**src/rtl/warp_fetch_sched_pkg.sv**
```systemverilog
// Shared GPU definitions: warp count, warp-ID width and the per-warp
// lifecycle encoding used by the fetch scheduler, SIMT_warp and the task
// manager.
package warp_fetch_sched_pkg;

  localparam int NUM_WARPS = 8;
  localparam int WARP_ID_W = 3;

  typedef logic [WARP_ID_W-1:0] warp_id_t;
  typedef logic [NUM_WARPS-1:0] warp_vec_t;

  // Lifecycle of one warp slot
  typedef enum logic [1:0] {
    WARP_IDLE = 2'b00,
    WARP_RUN  = 2'b01,
    WARP_DONE = 2'b10
  } warp_state_e;

  // Pointer value that makes warp 0 the first candidate of the search
  localparam warp_id_t LAST_PTR_RESET = 3'd7;

  // Decode a warp ID into its one-hot lane mask
  function automatic warp_vec_t id_to_onehot(input warp_id_t id);
    warp_vec_t base;
    base = {{(NUM_WARPS-1){1'b0}}, 1'b1};
    return base << id;
  endfunction

endpackage

```
**src/rtl/warp_fetch_sched_arb.sv**
```systemverilog
// Rotating-priority selector over eight requesters. The search starts at
// pointer+1 and wraps, so the requester named by the pointer has lowest
// priority. Purely combinational.
module rr_arbiter8
  import warp_fetch_sched_pkg::*;
(
  input  logic [7:0] request,
  input  logic [2:0] pointer,
  output logic [7:0] grant_oh,
  output logic [2:0] grant_id
);

  logic       found_s;
  logic       hit_s;
  logic [2:0] cand_s;

  // Walk the eight positions in priority order, keep the first requester
  always_comb begin
    found_s  = 1'b0;
    hit_s    = 1'b0;
    cand_s   = 3'd0;
    grant_id = 3'd0;
    for (int i = 0; i < NUM_WARPS; i++) begin
      cand_s   = pointer + 3'd1 + 3'(i);
      hit_s    = request[cand_s] & ~found_s;
      grant_id = hit_s ? cand_s : grant_id;
      found_s  = found_s | hit_s;
    end
    grant_oh = found_s ? id_to_onehot(grant_id) : 8'h00;
  end

endmodule

```
**src/rtl/warp_fetch_sched.sv**
```systemverilog
// Warp fetch scheduler: tracks the IDLE/RUN/DONE lifecycle of eight warps,
// picks one eligible warp per cycle for instruction fetch with rotating
// priority, and tells the task manager which warps are live and when all
// launched work has finished.
module warp_fetch_sched
  import warp_fetch_sched_pkg::*;
(
  input  logic       clk,
  input  logic       rst,
  input  logic       Start_TM_WS,
  input  logic [2:0] WarpID_TM_WS,
  input  logic       Exit_ID_WS,
  input  logic [2:0] WarpID_ID_WS,
  input  logic [7:0] Stall_SIMT_WS,
  input  logic [7:0] IBFull_IB_WS,
  input  logic       Freeze_IF_WS,
  output logic       Grant_WS_IF,
  output logic [2:0] WarpID_WS_IF,
  output logic [7:0] GrantOH_WS_IF,
  output logic [7:0] Active_WS_TM,
  output logic       AllDone_WS_TM
);

  warp_state_e state_r     [NUM_WARPS];
  warp_state_e state_nxt_s [NUM_WARPS];

  logic [2:0] last_ptr_r;
  logic       all_done_r;

  logic [7:0] run_s;
  logic [7:0] run_nxt_s;
  logic [7:0] done_nxt_s;
  logic [7:0] eligible_s;
  logic [7:0] request_s;
  logic [7:0] arb_oh_s;
  logic [2:0] arb_id_s;
  logic       grant_s;

  // Per-warp lifecycle: an Exit on a RUN warp wins over a Start on the same
  // warp; a Start only takes effect on a warp that is not already RUN
  always_comb begin
    for (int w = 0; w < NUM_WARPS; w++) begin
      state_nxt_s[w] = state_r[w];
      if (Exit_ID_WS && (WarpID_ID_WS == 3'(w)) && (state_r[w] == WARP_RUN)) begin
        state_nxt_s[w] = WARP_DONE;
      end else if (Start_TM_WS && (WarpID_TM_WS == 3'(w)) && (state_r[w] != WARP_RUN)) begin
        state_nxt_s[w] = WARP_RUN;
      end else begin
        state_nxt_s[w] = state_r[w];
      end
    end
  end

  // Flatten current and next lifecycle into lane masks
  always_comb begin
    run_s      = 8'h00;
    run_nxt_s  = 8'h00;
    done_nxt_s = 8'h00;
    for (int w = 0; w < NUM_WARPS; w++) begin
      run_s[w]      = (state_r[w] == WARP_RUN);
      run_nxt_s[w]  = (state_nxt_s[w] == WARP_RUN);
      done_nxt_s[w] = (state_nxt_s[w] == WARP_DONE);
    end
  end

  // A warp may fetch when running, not stalled by SIMT and its buffer has room;
  // a frozen fetch stage withdraws every request so no grant is issued
  always_comb begin
    eligible_s = run_s & ~Stall_SIMT_WS & ~IBFull_IB_WS;
    request_s  = Freeze_IF_WS ? 8'h00 : eligible_s;
  end

  rr_arbiter8 u_arb (
    .request  (request_s),
    .pointer  (last_ptr_r),
    .grant_oh (arb_oh_s),
    .grant_id (arb_id_s)
  );

  assign grant_s = |request_s;

  // Lifecycle registers
  always_ff @(posedge clk or negedge rst) begin
    if (!rst) begin
      for (int w = 0; w < NUM_WARPS; w++) begin
        state_r[w] <= WARP_IDLE;
      end
    end else begin
      for (int w = 0; w < NUM_WARPS; w++) begin
        state_r[w] <= state_nxt_s[w];
      end
    end
  end

  // Remember the last granted warp so it drops to lowest priority next time
  always_ff @(posedge clk or negedge rst) begin
    if (!rst) begin
      last_ptr_r <= LAST_PTR_RESET;
    end else if (grant_s) begin
      last_ptr_r <= arb_id_s;
    end else begin
      last_ptr_r <= last_ptr_r;
    end
  end

  // Completion flag: computed from the lifecycle being written this edge, so it
  // rises the cycle after the final exit and falls the cycle after a launch
  always_ff @(posedge clk or negedge rst) begin
    if (!rst) begin
      all_done_r <= 1'b0;
    end else begin
      all_done_r <= ~(|run_nxt_s) & (|done_nxt_s);
    end
  end

  assign Grant_WS_IF   = grant_s;
  assign WarpID_WS_IF  = grant_s ? arb_id_s : 3'd0;
  assign GrantOH_WS_IF = grant_s ? arb_oh_s : 8'h00;
  assign Active_WS_TM  = run_s;
  assign AllDone_WS_TM = all_done_r;

endmodule

```
**config.mk**
```make
export PLATFORM = sky130hd
export DESIGN_NAME = warp_fetch_sched
export DESIGN_NICKNAME = d
export VERILOG_FILES = /design/src/rtl/warp_fetch_sched_pkg.sv /design/src/rtl/warp_fetch_sched_arb.sv /design/src/rtl/warp_fetch_sched.sv
export SDC_FILE = /design/constraint.sdc
export NUM_CORES = 1
export LEC_CHECK = 0
export ABC_AREA = 1
export BUFFER_PORTS_ARGS = -buffer_cell sky130_fd_sc_hd__buf_2
export CAP_MARGIN = 20
export CORE_MARGIN = 2
export CORE_UTILIZATION = 25
export CTS_CLUSTER_DIAMETER = 80
export DETAILED_ROUTE_END_ITERATION = 8
export GPL_TIMING_DRIVEN = 0
export SYNTH_ARGS = -nofsm -noshare
export SYNTH_HDL_FRONTEND = slang
export SYNTH_SLANG_ARGS = --single-unit
```
**constraint.sdc**
```tcl
create_clock -name clk -period 3.11 [get_ports clk]
set_input_delay 0.311 -clock clk [delete_from_list [all_inputs] [get_ports clk]]
set_output_delay 0.311 -clock clk [all_outputs]
set_load 0.02 [all_outputs]
```
# == Yosys cells after proc, flatten, opt, wreduce, memory -nomap -nowiden ==
# Index checks and enable logic that the tools add are counted.
# op_classes
bitwise,27
eq_ne,46
mux,44
n_lt_le_gt_ge,8
reduce_logical,37
addsub,8
shifts,1
# op_table
cell,n
$eq 2x1->1 const B,16
$logic_and 1x1->1,32
$lt 3x4->1 const B,8
$mux 2,16
$mux 3,9
$bmux 1 s3,8
$eq 3x3->1 const B,8
$mux 8,3
$reduce_or 8->1,3
$and 8x8->8,2
$eq 2x2->1 const B,8
$ne 2x1->1 const B,8
$not 8->8,2
$add 3x3->3 const B,4
$eq 3x2->1 const B,4
$and 1x1->1,8
$mux 1,8
$not 1->1,8
$shl 1x3->8 const A,1
$or 1x1->1,7
$add 3x1->3 const B,2
$add 3x2->3 const B,2
$eq 3x1->1 const B,2
$logic_not 3->1,2
# word_totals
out_inout_bits,21
wordCells,181
ff_bits,20
inputBits,27

# == Depth between registers and ports, before layout ==
# Gate-level depths: netlist (run 1).
# logic_depth
ltp_word,30
depth_mapped,20
ltp_nobuf,18

# == By module ==
# A second synthesis (run 1) with hierarchy kept.
# hier_totals
cells_unflattened,424
hier_area_um2,2464.9
# by_module_without_submodules
module,area_each_um2,n_inst,cells_per_inst,seq_area_each_um2
warp_fetch_sched,1353.8,1,204,504.2
rr_arbiter8,1111.1,1,220,0.0

# == Least setup slack after synthesis (run 1) ==
# No wires, ideal clock.
# synth_path
path_kind,reg-to-output
startpoint,register last_ptr_r[0]
endpoint,output port GrantOH_WS_IF[3]
arrival_ps,2876
path_stages_with_launch,18
required_time_ps,2799
slack_ps,-77
n_path_buf,3
cell_sequence,dfstp_2 -> buf_6 -> inv_4 -> buf_6 -> ha_1 -> buf_4 -> xor2_4 -> inv_2 -> nand3_1 -> nand3_2 -> nand2_4 -> nor2_8 -> nand4_4 -> nor2_4 -> nand4_1 -> nand3_2 -> nand2_1 -> nor2_1
# synth_via
elab_chain_cells,27
elab_cells_between_ends,56
cone_classes,add/sub: 8; shift: 1; mux: 26; bitwise: 21
# synth_lines
item,line_no,rtl
"start, declared",warp_fetch_sched.sv:27,logic [2:0] last_ptr_r;
"start signal, assigned",warp_fetch_sched.sv:100,last_ptr_r <= arb_id_s;
"start signal, assigned",warp_fetch_sched.sv:102,last_ptr_r <= last_ptr_r;
$add 3x1->3 (*),warp_fetch_sched_arb.sv:24,cand_s = pointer + 3'd1 + 3'(i);
$add 3x1->3 or $bmux 1 s3 (tied branches),"warp_fetch_sched_arb.sv:24, warp_fetch_sched_arb.sv:25",
$bmux 1 s3 or $mux 1 (tied branches),warp_fetch_sched_arb.sv:25,hit_s = request[cand_s] & ~found_s;
$mux 1 (implied by the code) or $not 1->1 (tied branches),warp_fetch_sched_arb.sv:25,
$and 1x1->1,warp_fetch_sched_arb.sv:25,
$or 1x1->1,warp_fetch_sched_arb.sv:27,found_s = found_s | hit_s;
$not 1->1,warp_fetch_sched_arb.sv:25,
$and 1x1->1,warp_fetch_sched_arb.sv:25,
[11 not listed],-,
$and 1x1->1,warp_fetch_sched_arb.sv:25,
$or 1x1->1,warp_fetch_sched_arb.sv:27,
$not 1->1,warp_fetch_sched_arb.sv:25,
$and 1x1->1,warp_fetch_sched_arb.sv:25,
$mux 3,warp_fetch_sched_arb.sv:26,grant_id = hit_s ? cand_s : grant_id;
$shl 1x3->8,warp_fetch_sched_pkg.sv:26,return base << id;
$mux 8 (*),warp_fetch_sched_arb.sv:29,grant_oh = found_s ? id_to_onehot(grant_id) : 8'h00;
$mux 8 (*),warp_fetch_sched.sv:118,assign GrantOH_WS_IF = grant_s ? arb_oh_s : 8'h00;
"end, declared",warp_fetch_sched.sv:19,"output logic [7:0] GrantOH_WS_IF,"
# Every way passes the cells marked *; elsewhere a longest branch is shown, timed or not. The select of a mux whose other input is x is not followed.

# == Worst setup path after layout (run 1) ==
# layout_path
startpoint,register last_ptr_r[0]
endpoint,output port GrantOH_WS_IF[0]
# Same word-level chain as after synthesis.

==> qor.txt, run 1 <==
status: finished with violations
failing checks: hold timing, setup timing
clock skew: 0.00178 ns
Pins Over Slew Limit: 0
Worst Tran Pin Value: 0.511 ns
Avg Synthesized Cell Area: 6.28 sq um
maximum clock rate: 289 MHz
ANT cells: 0
CTS Buf Count: 3
largest net degree at the start of global routing: 21
fin cells: 510
Final nets: 435
DR vias: 2413
WP data required: 2.80 ns
die area: 9170 sq um
Die W: 95.8 microns
Die H: 95.8 microns
DP HPWL: 4940 microns
family with the most delay on the worst path: simple AND/OR/NAND/NOR gates
library cells used by synthesis: 34
detailed router's first-iteration violation count: 98
kind of critical path: reg2out
Initial Util: 25.7%
post-synth net total: 364
CP Launch Type: register
worst r2r src: last_ptr_r[0]
worst reg-to-reg setup slack: 0.28 ns
Max Buffers Root-to-Sink: 2
FFs w/ async S/R, synth: 100%
placed insts: 486
R2R Path End: last_ptr_r[2]
RSZ-0062 raised after global routing: yes
crit-path max cell delay: 0.55 ns
worst setup margin: -0.353 ns
data arrival time of the worst path: 3.15 ns
Crit. End Element: output port
Worst Reg-to-Reg Cells: 19
yosys warns: 0
ratio of routed vias to standard cells: 4.73
All-Layer GR Usage: 14.3%
worst hold margin: -0.0228 ns
DRC viols: 0
Cell Chain, Critical Path: buf_8, inv_12, ha_4, xor2_4, inv_4, nand3_2, nand3_2, nand2_4, nor2_8, buf_6, nand4_1, nand3_1, nor2_1, nand3_1, nor2_4, nand2_2, nor2_2, buf_6
first-pass GRT wire length: 10500 microns
Crit path buffers/inverters: 5
mapped cell area: 2100 sq um
Root Driver: clkbuf_8
Rows: 33
I/O pins: 48
final setup vio count: 11
synthesis-to-layout area growth: 40.0%
Tmin final: 3.46 ns
routability cong.: 0.919
Total Wirelength: 6540 microns
Synth Flop Type: dfrtp_1
CTS clock-pin slew for the worst setup and hold paths: 0.07 ns
Fin. Hold Viols: 17
CTS tree: built
core area: 8180 sq um
clock latency on the worst-skew pair: 0.26 ns
initial antenna violation count: 0
Max Cap Violations: 0
H-Tree Depth: 1
post-DR wirelength/cell: 12.8 microns
sequential element share of the synthesized area: 24.0%
layout cells sized above 1: 36.3%
min-delay worst type: in2async
number of global-route vias before repair: 2414
First-pass DRT Iterations: 5
Max-slew headroom: 65.1%
grt ovf: 0
period utilisation layout: 111%
cells after synthesis: 335
I/O Buffers: 46
number of synthesized flops with an enable pin: 0
Synth Register Bits: 20
critical path's slowest cell: dfstp_2
ANT nets after route: 0
clk sinks: 20
fillers: 861
crit-path max FO: 6
[stage by stage]
stage                     util, %  worst slack (ns)  hold slack [ns]  TNS (ns)  cell area (sq um)
after floorplan                 -           -0.0252           0.0154    -0.101               2110
after global placement       30.3            -0.358            0.280     -2.91               2470
final                        36.0            -0.353          -0.0228     -2.55               2950
after CTS                    33.8            -0.319         0.000458     -2.69               2770
after global routing         36.0            -0.484           0.0200     -3.98               2950
after detailed placement     30.3            -0.353            0.285     -3.09               2470
[layout make-up]
type | count | area, sq um | share of cell area, %
Buffer | 3 | 27.5 | 0.934
Clock buffer | 3 | 41.3 | 1.40
Clock inverter | 1 | 30.0 | 1.02
Inverter | 59 | 248 | 8.41
Multi-Input combinational cell | 251 | 1500 | 50.8
Sequential cell | 20 | 504 | 17.1
Tap cell | 105 | 131 | 4.46
Timing Repair Buffer | 68 | 468 | 15.9
[sequential cells by signal, summed over array words and instances, names as in the netlist]
signal         flops
state_r           16
last_ptr_r         3
AllDone_WS_TM      1
[routing by layer]
metal	track usage, %	vias to the layer above	wire, microns	part of all wire (%)
met3	1.33	17	159	2.4
met2	26.3	44	3360	51
met4	5.36	0	182	2.8
met5	0	-	0	0
li1	-	1227	-	-
met1	17.2	1125	2840	43
[synth_stat cells (4+ instances only)]
| library cell | count | share of area, % |
|---|---|---|
| dfrtp_1 | 17 | 20 |
| nand4_1 | 22 | 6.5 |
| o21ai_0 | 11 | 2.6 |
| nand2_1 | 76 | 14 |
| nand3_1 | 52 | 12 |
| nand2_4 | 4 | 2.1 |
| inv_2 | 4 | 0.71 |
| nor2_1 | 44 | 7.8 |
| nand3_2 | 5 | 2.4 |
| inv_1 | 50 | 8.9 |
| nor2_2 | 13 | 3.9 |
[worst max path at each step]
stage	from	end	slack [ns]	cells past startpoint
after floorplan	last_ptr_r[0]	GrantOH_WS_IF[4]	-0.03	19
after global placement	last_ptr_r[0]	GrantOH_WS_IF[6]	-0.36	19
after detailed placement	last_ptr_r[0]	GrantOH_WS_IF[2]	-0.35	19
after CTS	last_ptr_r[0]	GrantOH_WS_IF[0]	-0.32	19
after global routing	last_ptr_r[0]	GrantOH_WS_IF[0]	-0.48	18
final	last_ptr_r[0]	GrantOH_WS_IF[0]	-0.35	18
[cell families after synthesis]
group,after synthesis,share of synthesized area (%)
simple gates,223,52.7
buf+inv,64,12.8
compound gates,22,6.12
flops,20,24.0
xor+xnor,4,3.27
fa+ha+maj,2,1.19
[timing repair]
| action | CTS | global route |
|---|---|---|
| setup endpoints to repair | 11 | 11 |
| buffers inserted | 13 | 9 |
| gates resized for setup | 36 | 35 |
| hold buffers | 0 | 0 |
| pin swaps | 16 | 23 |
| hold endpoints to repair | 0 | 0 |
[cell usage in the layout, fill, tap and decap left out, types with 5 or more instances in the layout]
| cell | Yosys | final |
|---|---|---|
| buf_2 | 1 | 36 |
| buf_4 | 2 | 22 |
| buf_6 | 2 | 12 |
| dfrtp_1 | 17 | 17 |
| inv_1 | 50 | 47 |
| inv_2 | 4 | 5 |
| nand2_1 | 76 | 70 |
| nand2_2 | 2 | 6 |
| nand2_4 | 4 | 6 |
| nand3_1 | 52 | 40 |
| nand3_2 | 5 | 17 |
| nand4_1 | 22 | 22 |
| nor2_1 | 44 | 35 |
| nor2_2 | 13 | 13 |
| nor2_4 | 1 | 10 |
| o21ai_0 | 11 | 11 |
Power of run 1 is not shown: default switching activity piles up to over one toggle a cycle in this logic, so the estimate is an artifact.
==> inputs of run 2 (changes only) <==
- SETUP_SLACK_MARGIN: unset -> 0.1
==> qor.txt, run 2 (same netlist as run 1, synthesis figures left out) <==
status: finished with violations
failing checks: hold timing, setup timing
data arrival time of the worst path: 3.17 ns (+0.02 ns)
Pins Over Slew Limit: 0 (unchanged)
CTS tree: built
First-pass DRT Iterations: 4 (-1)
most frequent cells in the layout: nand2_1, inv_1, nand3_1
routability cong.: 0.888 (-3.3%)
crit-path max cell delay: 0.55 ns (about the same)
WP data required: 2.80 ns (about the same)
number of global-route vias before repair: 2270 (-6.0%)
largest net degree at the start of global routing: 21 (unchanged)
max reg flops: 16 (unchanged)
Max Buffers Root-to-Sink: 2 (unchanged)
DR vias: 2381 (-1.3%)
Root Driver: clkbuf_8
worst hold margin: -0.0131 ns (+0.00973 ns)
CTS Buf Count: 3 (unchanged)
Final Util: 35.2% (-0.86 points)
Worst Tran Pin Value: 0.485 ns (-0.0256 ns)
detailed router's first-iteration violation count: 102 (+4.1%)
clock skew: 0.00550 ns (+0.00373 ns)
ANT nets after route: 0 (unchanged)
DP Worst Slack: -0.387 ns (-0.0337 ns)
critical path's slowest cell: dfstp_2
Total Wirelength: 6260 microns (-4.3%)
kind of critical path: reg2out
Tmin final: 3.48 ns (+0.0175 ns)
Reg with most FFs: state_r
clock latency on the worst-skew pair: 0.26 ns (about the same)
core area: 8180 sq um (unchanged)
Die W: 95.8 microns (unchanged)
crit-path max FO: 7 (+1)
I/O pins: 48 (unchanged)
worst setup margin: -0.371 ns (-0.0175 ns)
Rows: 33 (unchanged)
ANT cells: 0 (unchanged)
Crit. End Element: output port
Max-slew headroom: 66.8% (+1.8 points)
die area: 9170 sq um (unchanged)
All-Layer GR Usage: 14.2% (-0.066 points)
period utilisation layout: 112% (+0.56 points)
first-pass GRT wire length: 10300 microns (-2.8%)
initial antenna violation count: 0 (unchanged)
min-delay worst type: in2async
Cell Chain, Critical Path: buf_8, inv_8, buf_8, ha_4, buf_12, xor2_4, nand3_2, nand3_2, nand2_4, nor2_8, nand4_4, nor2_4, nand2_1, nor2_2, nor2_2, nand2_4, inv_8, nor2_4, buf_6
post-DR wirelength/cell: 12.4 microns (-3.7%)
Die H: 95.8 microns (unchanged)
I/O Buffers: 46 (unchanged)
H-Tree Depth: 1 (unchanged)
final setup vio count: 11 (unchanged)
RSZ-0062 raised after global routing: yes
layout cells sized above 1: 33.3% (-3.0 points)
DP HPWL: 5010 microns (+1.3%)
Fin. Hold Viols: 17 (unchanged)
DRC viols: 0 (unchanged)
Max Cap Violations: 0 (unchanged)
ratio of routed vias to standard cells: 4.70 (-0.74%)
CP Launch Type: register
maximum clock rate: 287 MHz (-0.50%)
synthesis-to-layout area growth: 36.7%
Initial Util: 25.7% (unchanged)
clk sinks: 20 (unchanged)
worst reg-to-reg setup slack: 0.13 ns (-0.15 ns)
most common cell after layout, fill and taps aside: nand2_1
grt ovf: 0 (unchanged)
CTS clock-pin slew for the worst setup and hold paths: 0.07 ns (about the same)
Final nets: 432 (-0.69%)
==> run 2: through the flow <==
step	instance area, sq um	hold slack [ns]	TNS [ns]	instances
floorplan	2210	0.0154	0	335
global placement	2570	0.288	-2.85	486
detailed placement	2570	0.290	-3.06	486
CTS	2830	0.00213	-3.65	502
global route	2880	0.0257	-5.51	507
finish	2880	-0.0131	-3.46	507
==> run 2: layout make-up <==
| class | instances | area, sq um |
|---|---|---|
| plain buffers | 5 | 62.6 |
| clock buffers | 4 | 45.0 |
| fillers | 918 | 5300 |
| inverters | 59 | 239 |
| multi-input cells | 251 | 1480 |
| flip-flops and latches | 20 | 504 |
| well taps | 105 | 131 |
| repair buffers | 63 | 413 |
==> run 2: path summary, 6_finish.rpt <==
path / endpoint / cells past startpoint / from
setup / recovery: GrantOH_WS_IF[5] / 19 / last_ptr_r[0]
hold / removal: state_r[3] / 1 / rst
setup reg to reg: last_ptr_r[2] / 19 / last_ptr_r[0]
hold reg to reg: last_ptr_r[1] / 2 / last_ptr_r[1]
max in group asynchronous: last_ptr_r[2] / 1 / rst
min in group clk: state_r[11] / 4 / WarpID_ID_WS[0]
==> run 2: worst max-delay path, delay by kind of cell, from the launching register on <==
kind	cells	cell delay, ns
flip-flops	1	0.55
adder cells (fa/ha/maj)	1	0.26
XOR/XNOR	1	0.29
buffers and inverters	6	0.56
AND/OR/NAND/NOR	11	1.25
==> run 2: layer usage <==
metal,global-route usage (%),vias to the layer above,wire length [microns]
met5,0,-,0
li1,-,1230,-
met4,4.52,0,144
met3,0.861,12,171
met2,27.6,48,3360
met1,16.5,1091,2590
==> run 2: what timing repair did <==
item / in CTS / in global routing
endpoints found under the setup margin: 13 / 13
gates resized for setup: 35 / 4
hold endpoints to repair: 0 / 0
hold buffers: 0 / 0
pin swaps: 26 / 15
setup buffers: 12 / 5
Power of run 2 is left out for the same reason.
==> inputs of run 3 (changes only) <==
- CORE_MARGIN: 2 -> 5
- CORE_UTILIZATION: 25 -> 50
- PLACE_DENSITY: unset -> 0.78
==> qor.txt, run 3 (same netlist as run 1, synthesis figures left out) <==
H-Tree Depth: 1 (unchanged)
number of global-route vias before repair: 2418 (+6.5%)
first-pass GRT wire length: 10800 microns (+5.8%)
core area: 4030 sq um (-51%)
Final nets: 429 (-0.69%)
worst setup margin: -0.447 ns (-0.0764 ns)
DP HPWL: 4860 microns (-2.9%)
Fin. Hold Viols: 0 (-17)
Total Wirelength: 6640 microns (+5.9%)
ratio of routed vias to standard cells: 5.56 (+18%)
CTS Buf Count: 3 (unchanged)
min-delay worst type: in2reg
I/O pins: 48 (unchanged)
Worst Tran Pin Value: 0.492 ns (+0.00729 ns)
setup TNS: -4.33 ns (-0.866 ns)
Crit. End Element: output port
ANT cells: 0 (unchanged)
Max Buffers Root-to-Sink: 2 (unchanged)
data arrival time of the worst path: 3.25 ns (+0.08 ns)
Initial Util: 52.2% (+26 points)
crit-path max FO: 6 (-1)
grt ovf: 0 (unchanged)
DRC viols: 0 (unchanged)
I/O Buffers: 46 (unchanged)
detailed router's first-iteration violation count: 210 (+110%)
clock skew: 0.00505 ns (-0.000453 ns)
Tmin final: 3.56 ns (+0.0764 ns)
kind of critical path: reg2out
max reg flops: 16 (unchanged)
largest net degree at the start of global routing: 21 (unchanged)
Max-slew headroom: 66.9% (about the same)
DR vias: 2497 (+4.9%)
ANT nets after route: 0 (unchanged)
Worst Reg-to-Reg Cells: 18 (-1)
post-DR wirelength/cell: 14.8 microns (+20%)
Root Driver: clkbuf_8
maximum clock rate: 281 MHz (-2.1%)
final setup vio count: 11 (unchanged)
clk sinks: 20 (unchanged)
Die H: 74.9 microns (-22%)
Die W: 74.9 microns (-22%)
WP data required: 2.80 ns (about the same)
routability cong.: 0.885 (-0.38%)
failing checks: setup timing
First-pass DRT Iterations: 5 (+1)
Max Cap Violations: 0 (unchanged)
CTS clock-pin slew for the worst setup and hold paths: 0.07 ns (about the same)
most frequent cells in the layout: nand2_1, inv_1, nand3_1
synthesis-to-layout area growth: 34.0%
layout cells sized above 1: 33.3% (unchanged)
CTS tree: built
Reg with most FFs: state_r
most common cell after layout, fill and taps aside: nand2_1
Pins Over Slew Limit: 0 (unchanged)
clock latency on the worst-skew pair: 0.26 ns (about the same)
initial antenna violation count: 0 (unchanged)
die area: 5610 sq um (-39%)
status: finished with violations
RSZ-0062 raised after global routing: yes
All-Layer GR Usage: 24.8% (+11 points)
WHS Path Cells: 4
CP Launch Type: register
period utilisation layout: 114% (+2.5 points)
Rows: 23 (-30%)
run 3: changes by cell type in the layout (fill, tap and decap cells not counted):
cell / before / now
buf_4: 20 / 16
nand2_2: 4 / 6
nand3_2: 12 / 10
nand3_4: 0 / 2
nor2_2: 10 / 8
nor2_4: 11 / 13
clkbuf_1: 1 / 0
clkbuf_8: 3 / 4
clkinv_1: 3 / 2
dlygate4sd3_1: 0 / 1
inv_2: 4 / 5
nand2_1: 70 / 69
nand2_4: 8 / 7
run 3: worst max-delay path, cell delays in order, from the launching register on:
cell	delay, ns
dfstp_2	0.56
buf_8	0.12
inv_8	0.03
buf_8	0.11
ha_4	0.26
buf_12	0.11
xor2_4	0.28
nand3_2	0.17
nand3_4	0.10
nand2_4	0.09
nor2_8	0.14
nand4_4	0.11
nor2_4	0.18
nand3_1	0.14
nand3_1	0.18
nor2_4	0.06
nand2_2	0.14
nor2_4	0.06
buf_6	0.12
run 3: cell type report:
class,instances,area (sq um)
multi-input cells,251,1500
fillers,352,1210
flip-flops and latches,20,504
repair buffers,60,393
inverters,59,239
plain buffers,5,62.6
well taps,50,62.6
clock buffers,4,55.1
run 3: metrics by stage:
stage	utilization (%)	hold slack, ns	std cells	cell area (sq um)	setup slack [ns]
after global routing	70.0	0.443	449	2820	-0.570
after CTS	68.8	0.430	447	2770	-0.356
final	70.0	0.437	449	2820	-0.447
after floorplan	-	0.0154	335	2210	0.0769
after detailed placement	62.1	0.277	431	2500	-0.366
after global placement	62.1	0.271	431	2500	-0.325
run 3: routing by layer:
layer  wire length, microns  global-route usage, %  share of wire, %
met1                   2540                   30.0                38
met2                   3500                   45.7                53
met3                    411                   1.47               6.2
met4                    189                   9.68               2.8
met5                      0                      0                 0
run 3: final timing paths:
check	start	slack [ns]	end
max	last_ptr_r[0]	-0.45	GrantOH_WS_IF[4]
min	WarpID_ID_WS[0]	0.44	state_r[11]
max reg2reg	last_ptr_r[0]	0.20	last_ptr_r[2]
min reg2reg	last_ptr_r[1]	0.51	last_ptr_r[1]
max in group asynchronous	rst	2.23	last_ptr_r[2]
min in group asynchronous	rst	0.53	state_r[5]
run 3: what timing repair did:
action / 4_1_cts / 5_1_grt
pin swaps: 16 / 9
setup buffers: 11 / 2
endpoints found under the setup margin: 12 / 12
gates resized for setup: 35 / 9
hold buffers: 1 / 0
endpoints found under the hold margin: 10 / 0
Power of run 3 is left out for the same reason.
